$ cat src/rtl/param_step_counter.sv
// Generic up/down counter with configurable modulo limit, step size and wrap/saturate behaviour.
// Reports limit crossings with a one-cycle terminal-count pulse and a sticky overflow flag.
module param_step_counter #(
  parameter int              WIDTH     = 8,
  parameter longint unsigned MAX_VAL   = (64'd1 << WIDTH) - 1,
  parameter int              SATURATE  = 0,
  parameter longint unsigned RESET_VAL = 0
) (
  input  logic             clk,
  input  logic             reset,
  input  logic             en,
  input  logic             up,
  input  logic [WIDTH-1:0] step,
  input  logic             load,
  input  logic [WIDTH-1:0] load_val,
  input  logic             clr,
  output logic [WIDTH-1:0] data_out,
  output logic             tc,
  output logic             ovf,
  output logic             at_max,
  output logic             at_zero
);

  // One extra bit so the modulus itself (up to 2**WIDTH) and carries are representable.
  localparam logic [WIDTH:0]   MAX_W = (WIDTH+1)'(MAX_VAL);
  localparam logic [WIDTH:0]   MOD_W = (WIDTH+1)'(MAX_VAL + 1);
  localparam logic [WIDTH-1:0] MAX_D = WIDTH'(MAX_VAL);
  localparam logic [WIDTH-1:0] RST_D = WIDTH'(RESET_VAL);

  logic [WIDTH-1:0] data_reg, data_next;
  logic             tc_reg, tc_next;
  logic             ovf_reg, ovf_next;

  logic [WIDTH:0] cur_w, step_w, sum_w, step_mod;
  logic [WIDTH:0] up_wrap_sum, up_wrap, down_wrap;
  logic           event_up, event_down;

  assign cur_w  = {1'b0, data_reg};
  assign step_w = {1'b0, step};
  assign sum_w  = cur_w + step_w;

  // Events are judged on the raw step; the wrapped result uses the step reduced into range.
  assign step_mod    = step_w % MOD_W;
  assign up_wrap_sum = cur_w + step_mod;
  assign up_wrap     = (up_wrap_sum >= MOD_W) ? (up_wrap_sum - MOD_W) : up_wrap_sum;
  assign down_wrap   = (step_mod <= cur_w) ? (cur_w - step_mod) : (cur_w + MOD_W - step_mod);

  assign event_up   = (sum_w > MAX_W);
  assign event_down = (step_w > cur_w);

  always_comb begin
    data_next = data_reg;
    tc_next   = 1'b0;
    ovf_next  = ovf_reg;
    if (clr) begin
      data_next = RST_D;
      ovf_next  = 1'b0;
    end else if (load) begin
      data_next = ({1'b0, load_val} > MAX_W) ? MAX_D : load_val;
    end else if (en) begin
      if (up) begin
        if (event_up) begin
          data_next = (SATURATE != 0) ? MAX_D : WIDTH'(up_wrap);
          tc_next   = 1'b1;
          ovf_next  = 1'b1;
        end else begin
          data_next = WIDTH'(sum_w);
        end
      end else begin
        if (event_down) begin
          data_next = (SATURATE != 0) ? '0 : WIDTH'(down_wrap);
          tc_next   = 1'b1;
          ovf_next  = 1'b1;
        end else begin
          data_next = data_reg - step;
        end
      end
    end
  end

  always_ff @(posedge clk) begin
    if (reset) begin
      data_reg <= RST_D;
      tc_reg   <= 1'b0;
      ovf_reg  <= 1'b0;
    end else begin
      data_reg <= data_next;
      tc_reg   <= tc_next;
      ovf_reg  <= ovf_next;
    end
  end

  assign data_out = data_reg;
  assign tc       = tc_reg;
  assign ovf      = ovf_reg;
  assign at_max   = (data_reg == MAX_D);
  assign at_zero  = (data_reg == '0);

endmodule

$ cat config.mk
export PLATFORM = sky130hd
export DESIGN_NAME = param_step_counter
export DESIGN_NICKNAME = d
export VERILOG_FILES = /design/src/rtl/param_step_counter.sv
export SDC_FILE = /design/constraint.sdc
export NUM_CORES = 1
export LEC_CHECK = 0
export CAP_MARGIN = 20
export CORE_MARGIN = 2
export CORE_UTILIZATION = 45
export CTS_BUF_LIST = sky130_fd_sc_hd__clkbuf_2
export DETAILED_ROUTE_END_ITERATION = 8
export PLACE_DENSITY = 0.77
export SLEW_MARGIN = 20
export SYNTH_ARGS = -nofsm -noshare
export SYNTH_HDL_FRONTEND = slang
export SYNTH_SLANG_ARGS = --single-unit
$ cat constraint.sdc
create_clock -name clk -period 4.35 [get_ports clk]
set_clock_uncertainty 0.1 [all_clocks]
set_input_delay 1.0875 -clock clk [delete_from_list [all_inputs] [get_ports clk]]
set_output_delay 1.0875 -clock clk [all_outputs]
set_load 0.01 [all_outputs]
Word level (Yosys, flattened, before mapping)

Index checks and enable logic that the tools add are counted.

Register bits after elaboration: 10

Add/subtract/negate cells: 6
$lt $le $gt $ge: 4
Eq/ne operators: 2
Muxes and demuxes: 13
Bitwise operators: 2
Reduce and logical (&&, ||, !) cells: 6

Operators with widths:

| kind                | count |
|---|---|
| $mux 8              | 7 |
| $sub 8x8->8         | 3 |
| $add 8x8->9         | 1 |
| $ge 9x9->1 const B  | 1 |
| $gt 9x8->1 const B  | 1 |
| $add 8x1->8 const B | 1 |
| $eq 8x8->1 const B  | 1 |
| $gt 8x8->1          | 1 |
| $le 8x8->1          | 1 |
| $logic_not 8->1     | 1 |
| $sub 8x1->8 const B | 1 |
| $mux 1              | 6 |
| $reduce_and 4->1    | 1 |
| $reduce_bool 2->1   | 2 |
| $reduce_or 4->1     | 1 |
| $ne 2x1->1 const B  | 1 |
| $not 1->1           | 2 |
| $reduce_or 2->1     | 1 |

Longest topological paths before layout

Gate-level depths: netlist of the first run.

Depth after elaboration: 7
Depth in mapped cells: 9
Depth with buffers taken out: 9

Least setup slack after synthesis of the first run

Ideal clock, no wire load.

Kind: input port to flip-flop
Start point: input port step[2]
End point: register data_reg[7] (netlist: data_out[7])
Setup time: 0.125 ns
Arrival time: 2.594 ns
Required time: 4.125 ns
Slack: 1.531 ns
Cell stages on the path: 8
Path buffers: 0
Cell sequence: inv_1 > ha_1 > nor3b_1 > or3_1 > a32o_1 > a2111o_1 > xor2_1 > o22ai_2

Word-level cells in the longest chain between the ends: 7
Elaborated cells on any way between the ends: 16
Classes of those cells: add/sub: 5; order compare: 4; mux: 7

RTL lines:

| what                                      | RTL line | source |
|---|---|---|
| from (decl)                               | 13       | `input logic [WIDTH-1:0] step,` |
| $add 8x8->9                               | 40, 44   |  |
| $sub 8x1->8 or $ge 9x9->1 (tied branches) | 45       | `assign up_wrap = (up_wrap_sum >= MOD_W) ? (up_wrap_sum - MOD_W) : up_wrap_sum;` |
| $mux 8                                    | 45       |  |
| $mux 8                                    | 62       | `if (event_up) begin` |
| $mux 8 *                                  | 61       | `if (up) begin` |
| $mux 8 *                                  | 60       | `end else if (en) begin` |
| $mux 8 *                                  | 58       | `end else if (load) begin` |
| to (signal assigned)                      | 87       | `data_reg <= data_next;` |
| to (decl)                                 | 30       | `logic [WIDTH-1:0] data_reg, data_next;` |

Mark *: on every way between the ends. The rest lies on a longest branch, timed or not. The select of a mux whose other input is x is not followed.
A chain may end at the register's enable or synchronous reset.

Worst setup path in the final report of the first run

Start point: input port step[1]
End point: register data_reg[7] (netlist: data_out[7])

Same word-level chain as after synthesis.

==> metrics.md, run 1 <==
| Metric | Value |
|---|---|
| Post-Syn Instances | `~140` |
| DR vias | `1166` |
| Global-route congestion overflow total | `0` |
| IO Pins | `34` |
| Number of antenna violations at the first check in global routing | `0` |
| Total buffers and inverters traversed by the critical path | `2` |
| DRC errors left | `0` |
| Final setup violation count | `0` |
| Diode insertion count for antenna repair | `0` |
| Measured slew at the worst slew-check pin | `around 0.53 ns` |
| Most frequent cell after synthesis | `sky130_fd_sc_hd__ha_1` |
| Critical setup path kind | `in -> reg` |
| Drt total wl | `2660 um` |
| Min Hold Slack | `roughly 0.37 ns` |
| Flip-flop count of the largest register after layout | `8` |
| Number of buffers between clock root and the deepest sink | `2` |
| Beginning of the worst register-to-register path | `data_out[0]` |
| CTS clock-pin slew for the worst setup and hold paths | `0.11 ns` |
| Largest fanout on the critical path | `4` |
| GRT Util Overall | `a little over a fifth` |
| First DRT Iteration DRCs | `21` |
| Cell breakdown of the critical path | `clkdlybuf4s50_1, inv_1, ha_1, nor3b_1, or3_1, a32o_1, a2111o_1, xor2_1, o22ai_2` |
| Clock latency at the later pin of the worst-skew pair | `0.25 ns` |
| Standard-cell rows | `17` |
| Final #Nets | `between 200 and 250` |
| Number of cell instances on the worst register-to-register path | `9` |
| Clock tree from TritonCTS | `built` |
| Number of buffer cells added on primary ports | `33` |
| Static leakage | `0.622 nW` |
| Yosys top cell by area | `sky130_fd_sc_hd__dfxtp_1` |
| Inst Count DP | `just under 200` |
| Top cells by count, synth | `sky130_fd_sc_hd__ha_1, sky130_fd_sc_hd__nor2_1, sky130_fd_sc_hd__inv_1` |
| Count of nets left with antenna violations after detail routing | `0` |
| Max Transition Viols Final | `0` |
| Hold buffer count at cts | `0` |
| Detail-routed via count per cell | `a little under 6` |
| Flip-flop and latch count after synthesis | `10` |
| Post-synthesis sequential area ratio | `between 10% and 20%` |
| Synth Net Count | `182` |
| Share of flip-flops with an asynchronous set or reset after synthesis | `0%` |
| Util after Layout | `~64%` |
| Min Tclk post-route | `3.20 ns` |
| Max VDD drop | `0.000170 V` |
| Width of the die | `~54 um` |
| Top cell family by delay on the critical path | `buffers and inverters` |
| Maximum number of pins on one net before global-route repair | `18` |
| Global-route wire length before repair | `4710 um` |
| Number of synthesis warnings | `0` |
| Avg Synthesized Cell Area | `about 7.8 sq um` |
| Critical Path Sink Type | `flip-flop` |
| Data arrival time of the worst path | `roughly 3.2 ns` |
| Main flop type after synthesis | `sky130_fd_sc_hd__dfxtp_1` |
| Worst-case headroom to the max-slew limit | `64.4%` |
| Clock tree root buffer cell | `sky130_fd_sc_hd__clkbuf_2` |
| Startpoint Class | `input pin` |
| Final sum of negative setup slack | `0 ns` |
| Number of distinct library cells after synthesis | `40` |
| RSZ-0062 raised after global routing | `false` |
| Maximum capacitance violations | `0` |
| Post-synth top area share | `18.1%` |
| Standard cell with the maximum stage delay on the critical path | `sky130_fd_sc_hd__clkdlybuf4s50_1` |
| CTS H-Tree Depth | `1` |
| Average routed wire per standard cell | `roughly 13 um` |
| Power density relative to cell area | `between 150 and 200 mW/mm^2` |
| Cell depth of the worst hold path | `1` |
| Startpoint of the lowest-slack hold path | `ovf` |
| Count of flip-flops with a built-in enable after synthesis | `0` |
| Synthesized cell area | `0.00110 sq mm` |
| Final count of hold timing violations | `0` |
| Die area | `0.00287 sq mm` |
| Result of the run | `finished clean` |
| Max Clk Rate | `roughly 310 MHz` |
| Placer's final routability congestion estimate | `0.896` |
| Number of search-and-repair iterations in the first detailed-routing pass | `4` |
| Fraction of final layout cells sized beyond drive strength 1 | `3.49%` |
| Number of buffers created by CTS | `3` |
| Share of the clock period used by the worst path | `73.5%` |
| Post-CTS resize count | `0` |
| Endpoint of the worst hold-timing path | `ovf` |
| Critical path required time | `4.40 ns` |
| Vias in the first global route | `1110` |
| CTS sink count | `10` |
| Effective utilization at floorplan | `between 40% and 50%` |
| Core ar. | `0.00228 sq mm` |
| Count of placed standard cells in the final layout, fillers left out | `200` |
| Endpoint of the worst-slack reg-to-reg timing path | `data_out[6]` |
| Post-detailed-placement half-perimeter wirelength | `2180 um` |
| Setup Buffers After CTS | `0` |
| Area grow syn2layout | `32.2%` |
| Peak per-stage delay on the critical path | `0.58 ns` |
| Largest cells by area after synthesis | `sky130_fd_sc_hd__dfxtp_1, sky130_fd_sc_hd__ha_1, sky130_fd_sc_hd__a21oi_1, sky130_fd_sc_hd__nor2_1, sky130_fd_sc_hd__inv_1` |
| Register-to-register setup slack | `~2.1 ns` |
| Hold Crit Class | `reg -> reg` |
| Chip Height | `53.6 um` |
==> layout by cell type (no fill, tap or decap), types with 2 or more instances in the layout <==
| cell | synthesis | layout |
|---|---|---|
| sky130_fd_sc_hd__clkdlybuf4s50_1 | 0 | 33 |
| sky130_fd_sc_hd__ha_1 | 16 | 16 |
| sky130_fd_sc_hd__nor2_1 | 15 | 15 |
| sky130_fd_sc_hd__inv_1 | 13 | 13 |
| sky130_fd_sc_hd__a21oi_1 | 12 | 12 |
| sky130_fd_sc_hd__dfxtp_1 | 10 | 10 |
| sky130_fd_sc_hd__nor2b_1 | 4 | 4 |
| sky130_fd_sc_hd__nor3_1 | 4 | 4 |
| sky130_fd_sc_hd__nor3b_1 | 4 | 4 |
| sky130_fd_sc_hd__o31ai_1 | 4 | 4 |
| sky130_fd_sc_hd__nand4_1 | 3 | 3 |
| sky130_fd_sc_hd__nand2_1 | 3 | 3 |
| sky130_fd_sc_hd__nand2b_1 | 3 | 3 |
| sky130_fd_sc_hd__o21a_1 | 3 | 3 |
| sky130_fd_sc_hd__a211oi_1 | 3 | 3 |
| sky130_fd_sc_hd__o22ai_1 | 3 | 3 |
| sky130_fd_sc_hd__xnor2_1 | 3 | 3 |
| sky130_fd_sc_hd__o21ai_1 | 3 | 3 |
| sky130_fd_sc_hd__xor2_1 | 3 | 3 |
| sky130_fd_sc_hd__clkbuf_2 | 0 | 3 |
| sky130_fd_sc_hd__or4_1 | 2 | 2 |
| sky130_fd_sc_hd__or3_1 | 2 | 2 |
| sky130_fd_sc_hd__nor4_1 | 2 | 2 |
| sky130_fd_sc_hd__o21ai_0 | 2 | 2 |
| sky130_fd_sc_hd__or2_2 | 2 | 2 |
| sky130_fd_sc_hd__mux2i_1 | 2 | 2 |
| sky130_fd_sc_hd__fa_1 | 2 | 2 |
==> stage by stage <==
step	cell area, sq um	power [W]	worst slack, ns
after global routing	1460	0.000296	0.984
after global placement	1440	0.000220	0.936
after floorplan	1100	0.000175	1.53
final	1460	0.000274	1.15
after detailed placement	1440	0.000223	0.868
after CTS	1460	0.000275	1.14
==> layout make-up <==
cell class	instances	area, sq um
inverter	13	48.8
tap	28	35.0
sequential	10	200
clock buffer	3	15.0
timing repair buffer	33	330
fill	190	816
clock inverter	1	3.75
multi-input combinational	112	827
==> where the power goes <==
group | internal [W] | total, W | leakage [nW] | switching (W)
clock network | 0.0000200 | 0.0000511 | 0.0140 | 0.0000311
registers | 0.0000960 | 0.000103 | 0.0817 | 0.00000697
logic | 0.0000625 | 0.000120 | 0.526 | 0.0000570
==> metal layers <==
metal  wire [um]  global-route usage, %  vias to the layer above
met5           0                      0                        -
met4          23                   9.40                        0
met3         233                   3.33                        4
met2        1280                   36.2                       51
met1        1120                   28.3                      539
li1            -                      -                      572
==> kinds of logic after synthesis <==
family | synth area share, %
buffers and inverters | 7.02
muxes | 1.81
xor gates and xnor gates | 4.76
AOI/OAI and AO/OA | 25.0
and+or+nand+nor | 21.5
adders and majority gates | 21.7
DFF | 18.1
==> how the worst max path moves through the flow <==
stage / startpoint / depth (start not counted) / slack, ns / endpoint
6_report: step[1] / 9 / 1.15 / data_out[7]
5_1_grt: step[1] / 9 / 0.98 / data_out[3]
3_5_place_dp: step[1] / 9 / 0.87 / data_out[7]
2_1_floorplan: step[2] / 8 / 1.53 / data_out[7]
3_3_place_gp: step[1] / 9 / 0.94 / data_out[7]
4_1_cts: step[1] / 9 / 1.14 / data_out[7]
Note: power is estimated with default switching activity, not from simulation.
==> run 2: changes to the inputs <==
--- a/config.mk
+++ b/config.mk
@@ -7,10 +7,10 @@
 export LEC_CHECK = 0
 export CAP_MARGIN = 20
 export CORE_MARGIN = 2
-export CORE_UTILIZATION = 45
+export CORE_UTILIZATION = 44
 export CTS_BUF_LIST = sky130_fd_sc_hd__clkbuf_2
 export DETAILED_ROUTE_END_ITERATION = 8
-export PLACE_DENSITY = 0.77
+export PLACE_DENSITY = 0.79
 export SLEW_MARGIN = 20
 export SYNTH_ARGS = -nofsm -noshare
 export SYNTH_HDL_FRONTEND = slang
==> constraint.sdc (replaced) <==
create_clock -name clk -period 2.65 [get_ports clk]
set_clock_uncertainty 0.1 [all_clocks]
set_input_delay 0.6625 -clock clk [delete_from_list [all_inputs] [get_ports clk]]
set_output_delay 0.6625 -clock clk [all_outputs]
set_load 0.01 [all_outputs]
==> metrics.md, run 2 (synthesis results as in run 1) <==
| Metric | Value |
|---|---|
| Share of power burned in the clock network | `16.2% (-2.5 points)` |
| Clock tree root buffer cell | `sky130_fd_sc_hd__clkbuf_2` |
| Vias in the first global route | `1262 (+14%)` |
| Min Tclk post-route | `about 2.6 ns` |
| IO Pins | `34 (unchanged)` |
| Launch point of the critical path | `step[4]` |
| Number of buffers between clock root and the deepest sink | `2 (unchanged)` |
| Area grow syn2layout | `54.6%` |
| Maximum number of pins on one net before global-route repair | `17 (-1)` |
| Final #Nets | `236 (+11%)` |
| Number of search-and-repair iterations in the first detailed-routing pass | `4 (unchanged)` |
| Number of antenna violations at the first check in global routing | `0 (unchanged)` |
| Average routed wire per standard cell | `14.5 um (+9.3%)` |
| Data arrival time of the worst path | `2.73 ns (-0.51 ns)` |
| Endpoint of the worst-slack reg-to-reg timing path | `data_out[6]` |
| Chip Height | `54.1 um (+1.0%)` |
| Setup Buffers After CTS | `0 (unchanged)` |
| Max Clk Rate | `around 380 MHz` |
| Drt total wl | `3260 um (+22%)` |
| Number of buffer cells added on primary ports | `33 (unchanged)` |
| Global-route congestion overflow total | `0 (unchanged)` |
| Clock tree from TritonCTS | `built` |
| Number of cell instances on the worst register-to-register path | `9 (unchanged)` |
| Global-route wire length before repair | `5220 um (+11%)` |
| Detail-routed via count per cell | `5.64 (-3.3%)` |
| Final setup violation count | `0 (unchanged)` |
| Width of the die | `54.1 um (+1.0%)` |
| Number of buffers created by CTS | `3 (unchanged)` |
| Static leakage | `0.759 nW (+22%)` |
| Least setup slack across all paths after layout | `0.0331 ns (-1.12 ns)` |
| Result of the run | `finished clean` |
| Sequential power share | `34.0% (-3.6 points)` |
| Most common library cell in the layout ignoring fill and taps | `sky130_fd_sc_hd__clkdlybuf4s50_1` |
| Worst-case headroom to the max-slew limit | `80.3% (+16 points)` |
| DR vias | `1263 (+8.3%)` |
| Share of the clock period used by the worst path | `98.7%` |
| CTS clock-pin slew for the worst setup and hold paths | `0.10 ns (about the same)` |
| Placer's final routability congestion estimate | `0.915 (+2.0%)` |
| GRT Util Overall | `24.8% (+2.9 points)` |
| Die area | `0.00293 sq mm (+2.1%)` |
| CTS H-Tree Depth | `1 (unchanged)` |
| Inst Count DP | `221 (+13%)` |
| Power density relative to cell area | `287 mW/mm^2 (+53%)` |
| Fraction of final layout cells sized beyond drive strength 1 | `21.6% (+18 points)` |
| Beginning of the worst register-to-register path | `data_out[0]` |
| Min Hold Slack | `0.362 ns (-0.00408 ns)` |
| Post-placement setup slack | `-0.302 ns (-1.17 ns)` |
| Hold Crit Class | `reg -> reg` |
| Design internal power | `0.000322 W (+80%)` |
| CTS sink count | `10 (unchanged)` |
| Critical path required time | `2.76 ns (-1.64 ns)` |
| Net switching share of the total power | `34.3% (-0.40 points)` |
| Destination of the critical timing path | `ovf` |
| Core ar. | `0.00243 sq mm (+6.9%)` |
| Measured slew at the worst slew-check pin | `0.292 ns (-0.241 ns)` |
| Power Total | `0.000490 W (+79%)` |
| Startpoint Class | `input pin` |
| Maximum capacitance violations | `0 (unchanged)` |
| Final count of hold timing violations | `0 (unchanged)` |
| Effective utilization at floorplan | `45.4% (-3.1 points)` |
| P_sw | `0.000168 W (+77%)` |
| Max VDD drop | `0.000302 V (+78%)` |
| Number of filler cells placed in the layout | `207 (+8.9%)` |
| Most frequent cells in the layout | `sky130_fd_sc_hd__clkdlybuf4s50_1, sky130_fd_sc_hd__buf_4, sky130_fd_sc_hd__nor2_1` |
| Flip-flop count of the largest register after layout | `8 (unchanged)` |
| Critical setup path kind | `in -> reg` |
| Critical Path Sink Type | `flip-flop` |
| DRC errors left | `0 (unchanged)` |
| Combinational group share of total power | `49.8% (+6.1 points)` |
| Count of nets left with antenna violations after detail routing | `0 (unchanged)` |
| Post-detailed-placement half-perimeter wirelength | `2610 um (+19%)` |
| Count of placed standard cells in the final layout, fillers left out | `224 (+12%)` |
| Register-to-register setup slack | `0.43 ns (-1.69 ns)` |
| Diode insertion count for antenna repair | `0 (unchanged)` |
| First DRT Iteration DRCs | `40 (+90%)` |
| Clock latency at the later pin of the worst-skew pair | `0.25 ns (about the same)` |
| Standard-cell rows | `18 (+1)` |
| Max Transition Viols Final | `0 (unchanged)` |
| Largest fanout on the critical path | `4 (unchanged)` |
[run 2: cell types whose count changed in the layout (fill, tap and decap cells not counted), moves of 2 or more]
| cell | change |
|---|---|
| sky130_fd_sc_hd__buf_4 | +23 |
| sky130_fd_sc_hd__clkdlybuf4s50_1 | -3 |
| sky130_fd_sc_hd__dlymetal6s2s_1 | +3 |
| sky130_fd_sc_hd__ha_1 | -5 |
| sky130_fd_sc_hd__ha_2 | +2 |
| sky130_fd_sc_hd__ha_4 | +3 |
| sky130_fd_sc_hd__inv_1 | -2 |
| sky130_fd_sc_hd__inv_2 | +2 |
| sky130_fd_sc_hd__nor3_1 | -2 |
| sky130_fd_sc_hd__nor3_2 | +2 |
[run 2: power by group through the flow]
| stage | clock (W) | combinational [W] | sequential (W) |
|---|---|---|---|
| global placement | 0 | 0.000222 | 0.000169 |
| CTS | 0.0000795 | 0.000233 | 0.000166 |
| finish | 0.0000794 | 0.000244 | 0.000167 |
| floorplan | 0 | 0.000115 | 0.000173 |
| global route | 0.0000908 | 0.000267 | 0.000168 |
| detailed placement | 0 | 0.000230 | 0.000169 |
[run 2: cell type report]
cell class                 count  area (sq um)  share of cell area, %
multi-input combinational    112           896                   52.5
inverter                      13          48.8                   2.86
clock buffer                   3          15.0                  0.879
tap                           30          37.5                   2.20
sequential                    10           200                   11.7
timing repair buffer          56           510                   29.9
[run 2: critical path: stages]
cell,delay (ns)
sky130_fd_sc_hd__clkdlybuf4s50_1,0.52
sky130_fd_sc_hd__inv_1,0.09
sky130_fd_sc_hd__ha_4,0.26
sky130_fd_sc_hd__or3_4,0.40
sky130_fd_sc_hd__a21oi_1,0.18
sky130_fd_sc_hd__nor3_2,0.08
sky130_fd_sc_hd__nor4_2,0.26
sky130_fd_sc_hd__o22a_1,0.19
sky130_fd_sc_hd__a21o_1,0.08
[run 2: timing repair]
action | CTS | global route
hold buffers | 0 | 0
gates resized for setup | 1 | 15
setup endpoints to repair | 1 | 4
cloned | 0 | 0
pin swaps | 0 | 4
[run 2: per-stage QoR]
step	TNS [ns]	utilization, %	cell area [sq um]
final	0	70.2	1710
after floorplan	0	-	1100
after detailed placement	-1.14	66.5	1620
after global placement	-0.821	66.5	1620
after global routing	-0.00947	70.2	1710
after CTS	0	67.6	1640
[run 2: worst min-delay path by stage]
| stage | from | slack (ns) | cells past startpoint | endpoint |
|---|---|---|---|---|
| CTS | ovf | 0.37 | 1 | ovf |
| finish | ovf | 0.36 | 1 | ovf |
| detailed placement | ovf | 0.34 | 1 | ovf |
| global placement | ovf | 0.34 | 1 | ovf |
| floorplan | ovf | 0.40 | 1 | ovf |
| global route | ovf | 0.38 | 1 | ovf |
[run 2: routing by layer]
metal | GRT usage [%] | up-vias | wire length, um
met3 | 7.50 | 6 | 228
met4 | 7.50 | 0 | 51
met1 | 27.0 | 586 | 1340
li1 | - | 616 | -
met5 | 0 | - | 0
met2 | 45.7 | 55 | 1640
